--- src/rtl/mem_arbiter.sv ---
// mem_arbiter: shares one single-port synchronous-read memory between the
// instruction-fetch port (read-only) and the load/store port (read/write).
// One access at a time: IDLE (accept) -> ISSUE (mem_request) -> RESP (rsp pulse).
// Build option: define MEM_ARB_RR_EN for round-robin arbitration; otherwise
// D has fixed priority, with a MAX_WAIT starvation guard for the I port.
module mem_arbiter #(
    parameter int unsigned MAX_WAIT = 8
) (
    input  logic        clk,
    input  logic        rst_n,
    input  logic        i_req_valid,
    input  logic [31:0] i_req_addr,
    output logic        i_req_ready,
    output logic        i_rsp_valid,
    output logic [31:0] i_rsp_rdata,
    input  logic        d_req_valid,
    input  logic        d_req_write,
    input  logic [31:0] d_req_addr,
    input  logic [31:0] d_req_wdata,
    output logic        d_req_ready,
    output logic        d_rsp_valid,
    output logic [31:0] d_rsp_rdata,
    output logic [31:0] mem_address,
    output logic        mem_request,
    output logic        mem_write,
    output logic [31:0] mem_write_data,
    input  logic [31:0] mem_sync_read_data
);

    typedef enum logic [1:0] {IDLE = 2'd0, ISSUE = 2'd1, RESP = 2'd2} state_t;

    state_t      state_q, state_d;
    logic        grant_i, grant_d, accept, idle;
    logic        owner_d_q;   // 1 = load/store port owns the in-flight access
    logic        write_q;
    logic [31:0] addr_q, wdata_q;
    logic        mem_req_q, mem_write_q, i_rsp_q, d_rsp_q;

    assign idle   = (state_q == IDLE);
    assign accept = grant_i | grant_d;

`ifdef MEM_ARB_RR_EN
    logic last_d_q;

    // Round-robin: on contention the port that did not win last time goes.
    always_comb begin
        grant_d = idle && d_req_valid && !(i_req_valid && last_d_q);
        grant_i = idle && i_req_valid && !grant_d;
    end

    // Remember the most recent winner; reset treats D as last winner.
    always_ff @(posedge clk or negedge rst_n) begin
        if (!rst_n)      last_d_q <= 1'b1;
        else if (accept) last_d_q <= grant_d;
    end
`else
    localparam logic [7:0] MAX_WAIT_C = 8'(MAX_WAIT);
    logic [7:0] wait_cnt_q, wait_cnt_d;

    // Fixed D priority unless I has already lost MAX_WAIT contended rounds.
    always_comb begin
        grant_d    = idle && d_req_valid && !(i_req_valid && (wait_cnt_q == MAX_WAIT_C));
        grant_i    = idle && i_req_valid && !grant_d;
        wait_cnt_d = wait_cnt_q;
        if (grant_i)
            wait_cnt_d = 8'd0;
        else if (grant_d && i_req_valid && (wait_cnt_q != 8'hFF))
            wait_cnt_d = wait_cnt_q + 8'd1;
    end

    // Starvation counter register.
    always_ff @(posedge clk or negedge rst_n) begin
        if (!rst_n) wait_cnt_q <= 8'd0;
        else        wait_cnt_q <= wait_cnt_d;
    end
`endif

    // Sequencer state register.
    always_ff @(posedge clk or negedge rst_n) begin
        if (!rst_n) state_q <= IDLE;
        else        state_q <= state_d;
    end

    // Next state: strictly IDLE -> ISSUE -> RESP -> IDLE.
    always_comb begin
        state_d = state_q;
        case (state_q)
            IDLE:    if (accept) state_d = ISSUE;
            ISSUE:   state_d = RESP;
            RESP:    state_d = IDLE;
            default: state_d = IDLE;
        endcase
    end

    // Latch the winning request and register the memory strobe / response pulses.
    always_ff @(posedge clk or negedge rst_n) begin
        if (!rst_n) begin
            owner_d_q   <= 1'b1;
            write_q     <= 1'b0;
            addr_q      <= '0;
            wdata_q     <= '0;
            mem_req_q   <= 1'b0;
            mem_write_q <= 1'b0;
            i_rsp_q     <= 1'b0;
            d_rsp_q     <= 1'b0;
        end else begin
            if (accept) begin
                owner_d_q <= grant_d;
                write_q   <= grant_d & d_req_write;
                addr_q    <= grant_d ? d_req_addr : i_req_addr;
                wdata_q   <= grant_d ? d_req_wdata : 32'd0;
            end
            mem_req_q   <= accept;
            mem_write_q <= grant_d & d_req_write;
            i_rsp_q     <= (state_q == ISSUE) && !owner_d_q;
            d_rsp_q     <= (state_q == ISSUE) && owner_d_q;
        end
    end

    assign i_req_ready    = grant_i;
    assign d_req_ready    = grant_d;
    assign mem_request    = mem_req_q;
    assign mem_write      = mem_write_q;
    assign mem_address    = addr_q;
    assign mem_write_data = wdata_q;
    assign i_rsp_valid    = i_rsp_q;
    assign d_rsp_valid    = d_rsp_q;
    // Read data comes straight off the memory's output register in RESP.
    assign i_rsp_rdata    = i_rsp_q ? mem_sync_read_data : 32'd0;
    assign d_rsp_rdata    = (d_rsp_q && !write_q) ? mem_sync_read_data : 32'd0;

endmodule

--- config.mk ---
export PLATFORM = sky130hd
export DESIGN_NAME = mem_arbiter
export DESIGN_NICKNAME = d
export VERILOG_FILES = /design/src/rtl/mem_arbiter.sv
export SDC_FILE = /design/constraint.sdc
export NUM_CORES = 1
export LEC_CHECK = 0
export BUFFER_PORTS_ARGS = -buffer_cell sky130_fd_sc_hd__buf_2
export CORE_ASPECT_RATIO = 0.7
export CORE_MARGIN = 2
export CORE_UTILIZATION = 39
export CTS_CLUSTER_DIAMETER = 150
export DETAILED_ROUTE_END_ITERATION = 10
export PLACE_DENSITY = 0.76
export SYNTH_ARGS = -nofsm -noshare
export SYNTH_HDL_FRONTEND = slang
export SYNTH_SLANG_ARGS = --single-unit
--- constraint.sdc ---
create_clock -name clk -period 3.1 [get_ports clk]
set_clock_uncertainty 0.05 [all_clocks]
set_input_delay 0.155 -clock clk [delete_from_list [all_inputs] [get_ports clk]]
set_output_delay 0.155 -clock clk [all_outputs]
set_load 0.02 [all_outputs]
# After elaboration in Yosys (flattened, before gate mapping)

Index checks and enable logic that the tools add are counted.
Widths: inputs -> output; s select.

Register bits: 80
Bits of input ports: 133
Output and inout port bits: 134
Logic and storage cells: 41

Add/subtract/negate cells: 1
Equal/unequal tests: 4
Mux-type cells: 8
Bitwise logic cells: 2
Reduce and logical (&&, ||, !) cells: 16

Operator list:

| cell                | number |
|---|---|
| $mux 32             | 4 |
| $mux 8              | 2 |
| $logic_and 1x1->1   | 10 |
| $add 8x1->8 const B | 1 |
| $eq 8x4->1 const B  | 1 |
| $ne 8x8->1 const B  | 1 |
| $logic_not 1->1     | 4 |
| $pmux 2 s2          | 1 |
| $eq 2x1->1 const B  | 1 |
| $logic_not 2->1     | 1 |
| $mux 2              | 1 |
| $ne 2x2->1 const B  | 1 |
| $reduce_bool 2->1   | 1 |
| $and 1x1->1         | 1 |
| $or 1x1->1          | 1 |

# Logic depth before layout (Yosys ltp)

Gate-level depths: netlist of run 1.

Depth in word-level cells: 9
Gate-level depth with buffers: 8
Mapped depth without buffers: 7

# Worst setup path before layout of run 1

No wires, ideal clock.

Path kind: register to register
Start point: register wait_cnt_q[0]
End point: register wait_cnt_q[1]
Setup time: 0.143 ns
Arrival: 1.805 ns
Required time: 2.907 ns
Slack: 1.101 ns
Stages on the path, launching flop included: 8
Path buffers: 0
Clock period less this slack: 1.999 ns
Path through: dfrtp_1 inv_1 ha_1 or4bb_1 o211ai_4 inv_2 nor2_2 a21oi_1

Longest elaborated chain between the ends: 7
Elaborated cells on any way between the ends: 13
Those cells by class: add/sub (1); eq/ne (2); mux (2); reduce/logical (8)

Ends and longest elaborated chain:

| what                                        | RTL line | RTL |
|---|---|---|
| start: declaration                          | 58       | `logic [7:0] wait_cnt_q, wait_cnt_d;` |
| start signal: assignment                    | 74       | `else wait_cnt_q <= wait_cnt_d;` |
| $eq 8x4->1 (*)                              | 62       | `grant_d = idle && d_req_valid && !(i_req_valid && (wait_cnt_q == MAX_WAIT_C));` |
| $logic_and 1x1->1 (*)                       | 62       |  |
| $logic_not 1->1 (*)                         | 62       |  |
| $logic_and 1x1->1 (*)                       | 62       |  |
| $logic_not 1->1 (*)                         | 63       | `grant_i = idle && i_req_valid && !grant_d;` |
| $logic_and 1x1->1 (*)                       | 63       |  |
| named net i_req_ready                       | 13       | `output logic i_req_ready,` |
| $mux 8 or $reduce_bool 2->1 (tied branches) | n/a      |  |

The timed path passes the listed nets; every way through them passes the cells marked *. The select of a mux whose other input is x is not followed.
A chain may end at the register's enable or synchronous reset.

# Worst setup path in the final report of run 1

Start point: register wait_cnt_q[0]
End point: output i_req_ready

Longest elaborated chain between the ends: 6

Ends and longest elaborated chain:

| what              | RTL line |
|---|---|
| $eq 8x4->1        | 62 |
| $logic_and 1x1->1 | 62 |
| $logic_not 1->1   | 62 |
| $logic_and 1x1->1 | 62 |
| $logic_not 1->1   | 63 |
| $logic_and 1x1->1 | 63 |
| end: declaration  | 13 |

Every way passes these cells.

==> results of run 1 <==
==> final cells by class <==
cell class	count	area (sq um)
Inverter	4	15.0
Fill cell	847	3850
Timing Repair Buffer	302	1700
Tap cell	128	160
Clock inverter	7	111
Sequential cell	80	2000
Clock buffer	9	225
Multi-Input combinational cell	343	1740
==> Yosys cell counts, drive strengths merged <==
| library cell | instances |
|---|---|
| nand3 | 33 |
| o211ai | 1 |
| nor2b | 3 |
| o21ai | 4 |
| or3 | 2 |
| or4bb | 1 |
| and2 | 67 |
| o31ai | 5 |
| or4 | 5 |
| a31o | 1 |
| a31oi | 32 |
| dfstp | 1 |
| or4b | 1 |
| nand4 | 4 |
| nand4b | 1 |
| nor2 | 35 |
| clkbuf | 20 |
| and3 | 1 |
| and4 | 1 |
| nand2 | 135 |
| dfrtp | 79 |
| mux2i | 1 |
| ha | 2 |
| buf | 13 |
| inv | 4 |
| a21oi | 7 |
| or3b | 1 |
==> power breakdown <==
part | internal, mW | leakage [nW] | switching, mW
clock | 0.722 | 0.164 | 0.446
combinational | 0.909 | 2.17 | 1.78
sequential | 1.49 | 0.994 | 0.265
total | 3.12 | 3.33 | 2.49
==> flip-flops by register name, indices dropped and copies added, names as in the netlist, 2 cells and up <==
| signal | count |
|---|---|
| wait_cnt_q | 8 |
| mem_write_data | 32 |
| mem_address | 32 |
| state_q | 2 |
==> critical path, stage by stage (launching register included) <==
cell      delay [ns]
dfrtp_1         0.43
inv_1           0.10
ha_1            0.14
or4bb_1         0.44
o211ai_4        0.22
inv_2           0.28
nor2_2          0.39
buf_2           0.23
==> metal layers <==
layer  up-vias  routed length [um]  GRT usage
li1       2075                   -          -
met1      2015                5870      0.320
met2       210                7000      0.412
met3        19                 893     0.0635
met4         0                 231     0.0592
met5         -                   0          0
==> path summary, 6_finish.rpt <==
kind	startpoint	end	slack (ns)
worst max-delay path	wait_cnt_q[0]$_DFFE_PN0P_	i_req_ready	0.32
worst min-delay path	d_req_write	mem_write$_DFF_PN0_	0.02
worst max register to register	wait_cnt_q[0]$_DFFE_PN0P_	write_q$_DFFE_PN0P_	0.82
worst min register to register	state_q[1]$_DFFE_PN0P_	state_q[1]$_DFFE_PN0P_	0.42
max in group asynchronous	rst_n	mem_address[21]$_DFFE_PN0P_	1.84
min in group asynchronous	rst_n	wait_cnt_q[3]$_DFFE_PN0P_	0.47
==> cell families after synthesis <==
group                    share of synthesized area
AND/OR/NAND/NOR                              0.348
flip-flops                                   0.506
AO/OA/AOI/OAI                               0.0815
buffers and inverters                       0.0559
adder cells (fa/ha/maj)                    0.00632
multiplexers                               0.00253
==> impl_metrics.ini, run 1 <==
[run_status]
status = finished, final reports clean

[critical_path]
worstPathRequired_ns = 2.89
worst_setup_path_start_kind = flip-flop
path_max_fanout = 37
path_class = reg -> out
crit_arrival_ns = 2.58
cp-end-kind = primary output
r2r_cells = 7

[power_and_ir_drop]
p_leak_nw = 3.33
pwr_density_cell_mw_per_mm2 = 942
power.total_mw = 5.60
peakVddDrop_uv = 431

[detailed_routing]
firstDrtPassIters = 4
drtIter0Drc = 276
ant_nets = 0
wl_per_cell_um = 16.0
drc = 0
viasPerCell = 4.95
vias = 4319
detail_route.wirelength_mm = 14.0

[floorplanning]
die_area_sq_mm = 0.0110
fp-row-count = 30
ios = 267
core_region_area_sq_mm = 0.00980
start_util = 0.404
die_h_um = 88.3
die_x_um = 124

[flow_run]
drv_cap = 0

[global_routing]
first_global_vias = 4041
grt_max_degree = 115
antenna_found_initial = 0
grtUsageTotal = 0.243
grt_pass1_wl_mm = 21.1
overflow = 0

[placed_design]
gp_congestion = 0.883
place_area_sq_mm = 0.00529
placed_cells = 825
place.detailed.hpwl_mm = 10.1
port_buffers = 266
post-place-ws_ns = 0.665

[sta]
tightest_slew_ns = 1.02
hold_viol_final = 0
setup_tns_ns = 0
relSlewSlack = 0.317
clock.fmax_mhz = 359
setup_ws_ns = 0.316
fin_crit_sh = 0.898
report.final.slew_viol_count = 0
whs_ns = 0.0188
setup_viol = 0
grt_setup_unrepaired = no
period_needed_ns = 2.78

[clock_network]
cts.path.max_buffers = 2
cts-buffers-inserted = 9
clock_sinks = 80
cts_hold_buf = 32
cts_tree = yes
clk_latency_ns = 0.33
clk_pin_slew_ns = 0.07
root_buffer = clkbuf_16
postCtsSetupRepairBufs = 0
ctsResizeCount = 0
cts_max_level = 3

[final_layout]
areaGrowthSynthToFinish_pct = 50.3
layout.cells.non_filler = 873
layout-drive-gt1-share = 0.395
fin_nets = 875
fin_util = 0.607
layout_common_cells = buf_2, nand2_1, dfrtp_1, and2_1, nor2_1
final_area_sq_mm = 0.00595
layout_commonest_cell = buf_2
diodes = 0

[synth]
synthTopCellsByArea = dfrtp_1, nand2_1, and2_1, a31oi_1, nand3_1
yosysUniqueCellTypes = 32
yosys_warnings = 0
yosysTopAreaCell = dfrtp_1
syn_area_sq_mm = 0.00396
syn_inst = 460
synth.top_cell.area_share = 0.499
syn_nets = 595
syn_avg_cell_area_sq_um = 8.61
synth_seq_cells = 80
synth_seq_area_share = 0.506

[hold_path]
whs_path_depth = 2
hold_path.class = in -> reg
Power figures use the tool's default switching activity.
==> inputs of run 2 (changes only) <==
--- a/config.mk
+++ b/config.mk
@@ -6,12 +6,14 @@
 export NUM_CORES = 1
 export LEC_CHECK = 0
 export BUFFER_PORTS_ARGS = -buffer_cell sky130_fd_sc_hd__buf_2
-export CORE_ASPECT_RATIO = 0.7
+export CORE_ASPECT_RATIO = 0.5
 export CORE_MARGIN = 2
 export CORE_UTILIZATION = 39
 export CTS_CLUSTER_DIAMETER = 150
 export DETAILED_ROUTE_END_ITERATION = 10
 export PLACE_DENSITY = 0.76
+export RECOVER_POWER = 100
+export SKIP_CTS_REPAIR_TIMING = 1
 export SYNTH_ARGS = -nofsm -noshare
 export SYNTH_HDL_FRONTEND = slang
 export SYNTH_SLANG_ARGS = --single-unit
==> run 2 against run 1 <==
Fmax is 1.5% lower. Critical endpoint is now mem_address[30]$_DFFE_PN0P_. Cell area is 3.3% lower. Sequential power hardly changed. The flow now finishes with violations (hold timing, capacitance limit, slew limit). Global-route usage is 3.2 points lower. Critical path depth stayed put. Combinational power is 7% lower. Total power is 6.1% lower. Clock power is 14% lower. First-iteration DRC count is 2.5% higher. Count of clock-buffer cells in the layout is 1 higher. Register-to-register slack worse by 0.55 ns. Largest cell class unchanged. Hold slack worse by 0.052 ns.
==> impl_metrics.ini, run 2 (same netlist as run 1, synthesis figures left out) <==
[critical_path]
path_class = reg -> reg
crit_arrival_ns = 3.01
cp-end-kind = flip-flop
worst_setup_path_start_kind = flip-flop
worstPathRequired_ns = 3.28
path_max_fanout = 114

[clock_network]
cts_tree = yes
clock_sinks = 80
cts.path.max_buffers = 2
cts-buffers-inserted = 9
root_buffer = clkbuf_16
clk_pin_slew_ns = 0.06
clk_latency_ns = 0.33
cts_max_level = 3

[global_routing]
grt_max_degree = 115
antenna_found_initial = 2
overflow = 0
grtUsageTotal = 0.211
first_global_vias = 3652
grt_pass1_wl_mm = 18.3

[floorplanning]
start_util = 0.410
die_h_um = 75.2
ios = 267
die_area_sq_mm = 0.0110
core_region_area_sq_mm = 0.00967
die_x_um = 146
fp-row-count = 25

[final_layout]
fillers = 897
areaGrowthSynthToFinish_pct = 45.2
layout_common_cells = buf_2, nand2_1, clkbuf_1, dfrtp_1, and2_1
fin_nets = 873
layout_commonest_cell = buf_2
layout-drive-gt1-share = 0.257

[sta]
report.final.slew_viol_count = 81
period_needed_ns = 2.83
hold_viol_final = 2
grt_setup_unrepaired = no
whs_ns = -0.0328
tightest_slew_ns = 1.93
clock.fmax_mhz = 354
setup_viol = 0
fin_crit_sh = 0.912
setup_tns_ns = 0
relSlewSlack = -0.284

[detailed_routing]
drtIter0Drc = 283
vias = 4192
drc = 0
ant_nets = 0
wl_per_cell_um = 14.1
detail_route.wirelength_mm = 12.4
firstDrtPassIters = 5
viasPerCell = 4.76

[run_status]
status = finished with violations
violations = hold timing, capacitance limit, slew limit

[flow_run]
drv_cap = 1

[power_and_ir_drop]
peakVddDrop_uv = 466
p_leak_nw = 2.89
power.total_mw = 5.26
pwr_density_cell_mw_per_mm2 = 916

[hold_path]
hold_path.class = in -> reg

[placed_design]
place.detailed.hpwl_mm = 8.85
port_buffers = 266
gp_congestion = 0.808
-- run 2: cell type report --
cell class	count	area (sq um)	share of cell area
clock inverters	6	51.3	0.00892
inverters	4	15.0	0.00261
repair buffers	300	1530	0.266
clock buffers	10	239	0.0416
multi-input cells	343	1740	0.302
well taps	135	169	0.0294
diodes	2	5.00	0.000871
flip-flops and latches	80	2000	0.348
-- run 2: critical path: stages, from the launching register on --
cell,delay [ns]
dfrtp_1,0.43
inv_1,0.10
ha_1,0.13
or4bb_1,0.44
o211ai_4,0.19
clkbuf_4,0.91
nor2_1,0.16
a31oi_1,0.24
-- run 2: metrics by stage --
stage	area (sq um)	hold WS (ns)	utilization	instances	setup slack, ns
floorplan	3960	-0.191	-	460	1.10
global placement	5300	0.296	0.548	832	0.674
detailed placement	5300	0.299	0.548	832	0.629
CTS	5590	-0.0616	0.578	848	0.265
global route	5750	0.00527	0.595	880	0.0884
finish	5750	-0.0328	0.595	880	0.273
-- run 2: path summary, 6_finish.rpt --
check,start,to,slack [ns],cells after the start
worst max register to register,wait_cnt_q[0]$_DFFE_PN0P_,mem_address[30]$_DFFE_PN0P_,0.27,7
worst min register to register,state_q[1]$_DFFE_PN0P_,state_q[1]$_DFFE_PN0P_,0.42,1
min in group asynchronous,rst_n,mem_write_data[6]$_DFFE_PN0P_,0.30,1
max in group asynchronous,rst_n,mem_write$_DFF_PN0_,1.55,1
worst min-delay path,d_req_wdata[22],mem_write_data[22]$_DFFE_PN0P_,-0.03,3
worst max-delay path,wait_cnt_q[0]$_DFFE_PN0P_,mem_address[30]$_DFFE_PN0P_,0.27,7
-- run 2: metal layers --
metal	GRT usage	vias to the layer above	wire, um
li1	-	2072	-
met2	0.373	129	6460
met1	0.265	1979	5220
met5	0	-	0
met4	0.0701	0	151
met3	0.0485	12	575
-- run 2: power by group --
| part | switching [mW] | internal, mW | leakage, nW | total (mW) |
|---|---|---|---|---|
| registers | 0.277 | 1.49 | 0.994 | 1.76 |
| logic | 1.74 | 0.751 | 1.76 | 2.49 |
| clock network | 0.433 | 0.573 | 0.133 | 1.01 |
| total | 2.45 | 2.81 | 2.89 | 5.26 |
==> inputs of run 3 (changes only) <==
--- a/config.mk
+++ b/config.mk
@@ -8,10 +8,10 @@
 export BUFFER_PORTS_ARGS = -buffer_cell sky130_fd_sc_hd__buf_2
 export CORE_ASPECT_RATIO = 0.5
 export CORE_MARGIN = 2
-export CORE_UTILIZATION = 39
+export CORE_UTILIZATION = 45
 export CTS_CLUSTER_DIAMETER = 150
 export DETAILED_ROUTE_END_ITERATION = 10
-export PLACE_DENSITY = 0.76
+export PLACE_DENSITY = 0.86
 export RECOVER_POWER = 100
 export SKIP_CTS_REPAIR_TIMING = 1
 export SYNTH_ARGS = -nofsm -noshare
==> run 3 against run 2 <==
The run still ends with hold timing, capacitance limit, slew limit left. Core utilization up 7.0 points. Total power up 1.2%. Fmax down 0.87%. Hold slack better by 0.023 ns. Cell area down 0.28%. Non-clock buffer count up 1. Via count up 1.4%. Critical endpoint is now wait_cnt_q[6]$_DFFE_PN0P_.
==> impl_metrics.ini, run 3 (same netlist as run 1, synthesis figures left out) <==
[run_status]
status = finished with violations
violations = hold timing, capacitance limit, slew limit

[clock_network]
cts.path.max_buffers = 2
clk_latency_ns = 0.34
cts_tree = yes
cts-buffers-inserted = 9
root_buffer = clkbuf_16
cts_max_level = 3
clock_sinks = 80
clk_pin_slew_ns = 0.06

[sta]
hold_viol_final = 1
period_needed_ns = 2.85
clock.fmax_mhz = 351
fin_crit_sh = 0.920
report.final.slew_viol_count = 81
setup_tns_ns = 0
tightest_slew_ns = 1.95
setup_viol = 0
whs_ns = -0.00952
relSlewSlack = -0.303
grt_setup_unrepaired = no

[critical_path]
path_class = reg -> reg
worstPathRequired_ns = 3.30
worst_setup_path_start_kind = flip-flop
path_max_fanout = 114
cp-end-kind = flip-flop
crit_arrival_ns = 3.06

[global_routing]
grtUsageTotal = 0.238
grt_max_degree = 115
met3_usage = 0.0545
grt_pass1_wl_mm = 18.1
busiest_layer = met2
grtUsageMet2 = 0.422
overflow = 0
first_global_vias = 3735
antenna_found_initial = 0
use_met1 = 0.289

[detailed_routing]
viasPerCell = 4.94
detail_route.wirelength_mm = 12.4
vias = 4252
drc = 0
wl_per_cell_um = 14.4
ant_nets = 0
drtIter0Drc = 406
firstDrtPassIters = 4

[floorplanning]
die_h_um = 70.3
start_util = 0.459
die_area_sq_mm = 0.00961
ios = 267
die_x_um = 137
core_region_area_sq_mm = 0.00862
fp-row-count = 24

[placed_design]
port_buffers = 266
placed_cells = 814
place.detailed.hpwl_mm = 8.28
gp_congestion = 0.826

[final_layout]
fin_nets = 874
layout.cells.non_filler = 861
areaGrowthSynthToFinish_pct = 44.8
layout_commonest_cell = buf_2
layout_common_cells = buf_2, nand2_1, clkbuf_1, dfrtp_1, and2_1
diodes = 0
layout-drive-gt1-share = 0.250
fin_util = 0.665

[power_and_ir_drop]
pwr_density_cell_mw_per_mm2 = 929
peakVddDrop_uv = 456
p_leak_nw = 2.90

[hold_path]
hold_path.class = in -> reg

[flow_run]
drv_cap = 1
## run 3: changes by cell type in the layout (fill, tap and decap cells not counted), sizes merged, moves of 2 or more
cell,before,now
clkbuf,115,120
buf,165,161
diode,2,0
clkinv,1,3
clkinvlp,3,0
## run 3: per-layer routing
| metal | routed length (um) | up-vias |
|---|---|---|
| li1 | - | 2071 |
| met1 | 4700 | 1984 |
| met2 | 6690 | 169 |
| met3 | 791 | 28 |
| met4 | 258 | 0 |
| met5 | 0 | - |
## run 3: worst max-delay path: stages (launching register included)
cell	delay, ns
dfrtp_1	0.43
inv_1	0.10
ha_1	0.14
or4bb_1	0.45
o211ai_4	0.19
clkbuf_4	0.90
o21ai_0	0.24
a21oi_1	0.20
## run 3: cell type report
cell class | count | area [sq um]
clock buffer | 11 | 243
clock inverter | 5 | 53.8
fill | 778 | 2890
inverter | 4 | 15.0
multi-input combinational | 343 | 1740
sequential | 80 | 2000
tap | 117 | 146
timing repair buffer | 301 | 1540
## run 3: stage by stage
step	power [mW]	worst slack [ns]	area [sq um]
3_5_place_dp	4.36	0.395	5270
2_1_floorplan	3.52	1.10	3960
4_1_cts	5.45	0.281	5560
3_3_place_gp	4.28	0.524	5270
6_report	5.33	0.248	5730
5_1_grt	5.68	0.0560	5730
## run 3: path summary, 6_finish.rpt
kind / start / to / depth (start not counted) / slack (ns)
setup reg to reg: wait_cnt_q[0]$_DFFE_PN0P_ / wait_cnt_q[6]$_DFFE_PN0P_ / 7 / 0.25
setup / recovery: wait_cnt_q[0]$_DFFE_PN0P_ / wait_cnt_q[6]$_DFFE_PN0P_ / 7 / 0.25
hold reg to reg: state_q[1]$_DFFE_PN0P_ / state_q[1]$_DFFE_PN0P_ / 1 / 0.41
hold / removal: d_req_wdata[29] / mem_write_data[29]$_DFFE_PN0P_ / 3 / -0.01
max in group asynchronous: rst_n / mem_write_data[0]$_DFFE_PN0P_ / 1 / 1.53
min in group asynchronous: rst_n / mem_write_data[12]$_DFFE_PN0P_ / 1 / 0.31
## run 3: report_power, final
group          switching [mW]  total, mW  leakage, nW  internal (mW)
Sequential              0.292       1.78        0.994           1.49
Combinational            1.74       2.49         1.75          0.751
Clock                   0.416       1.06        0.150          0.644
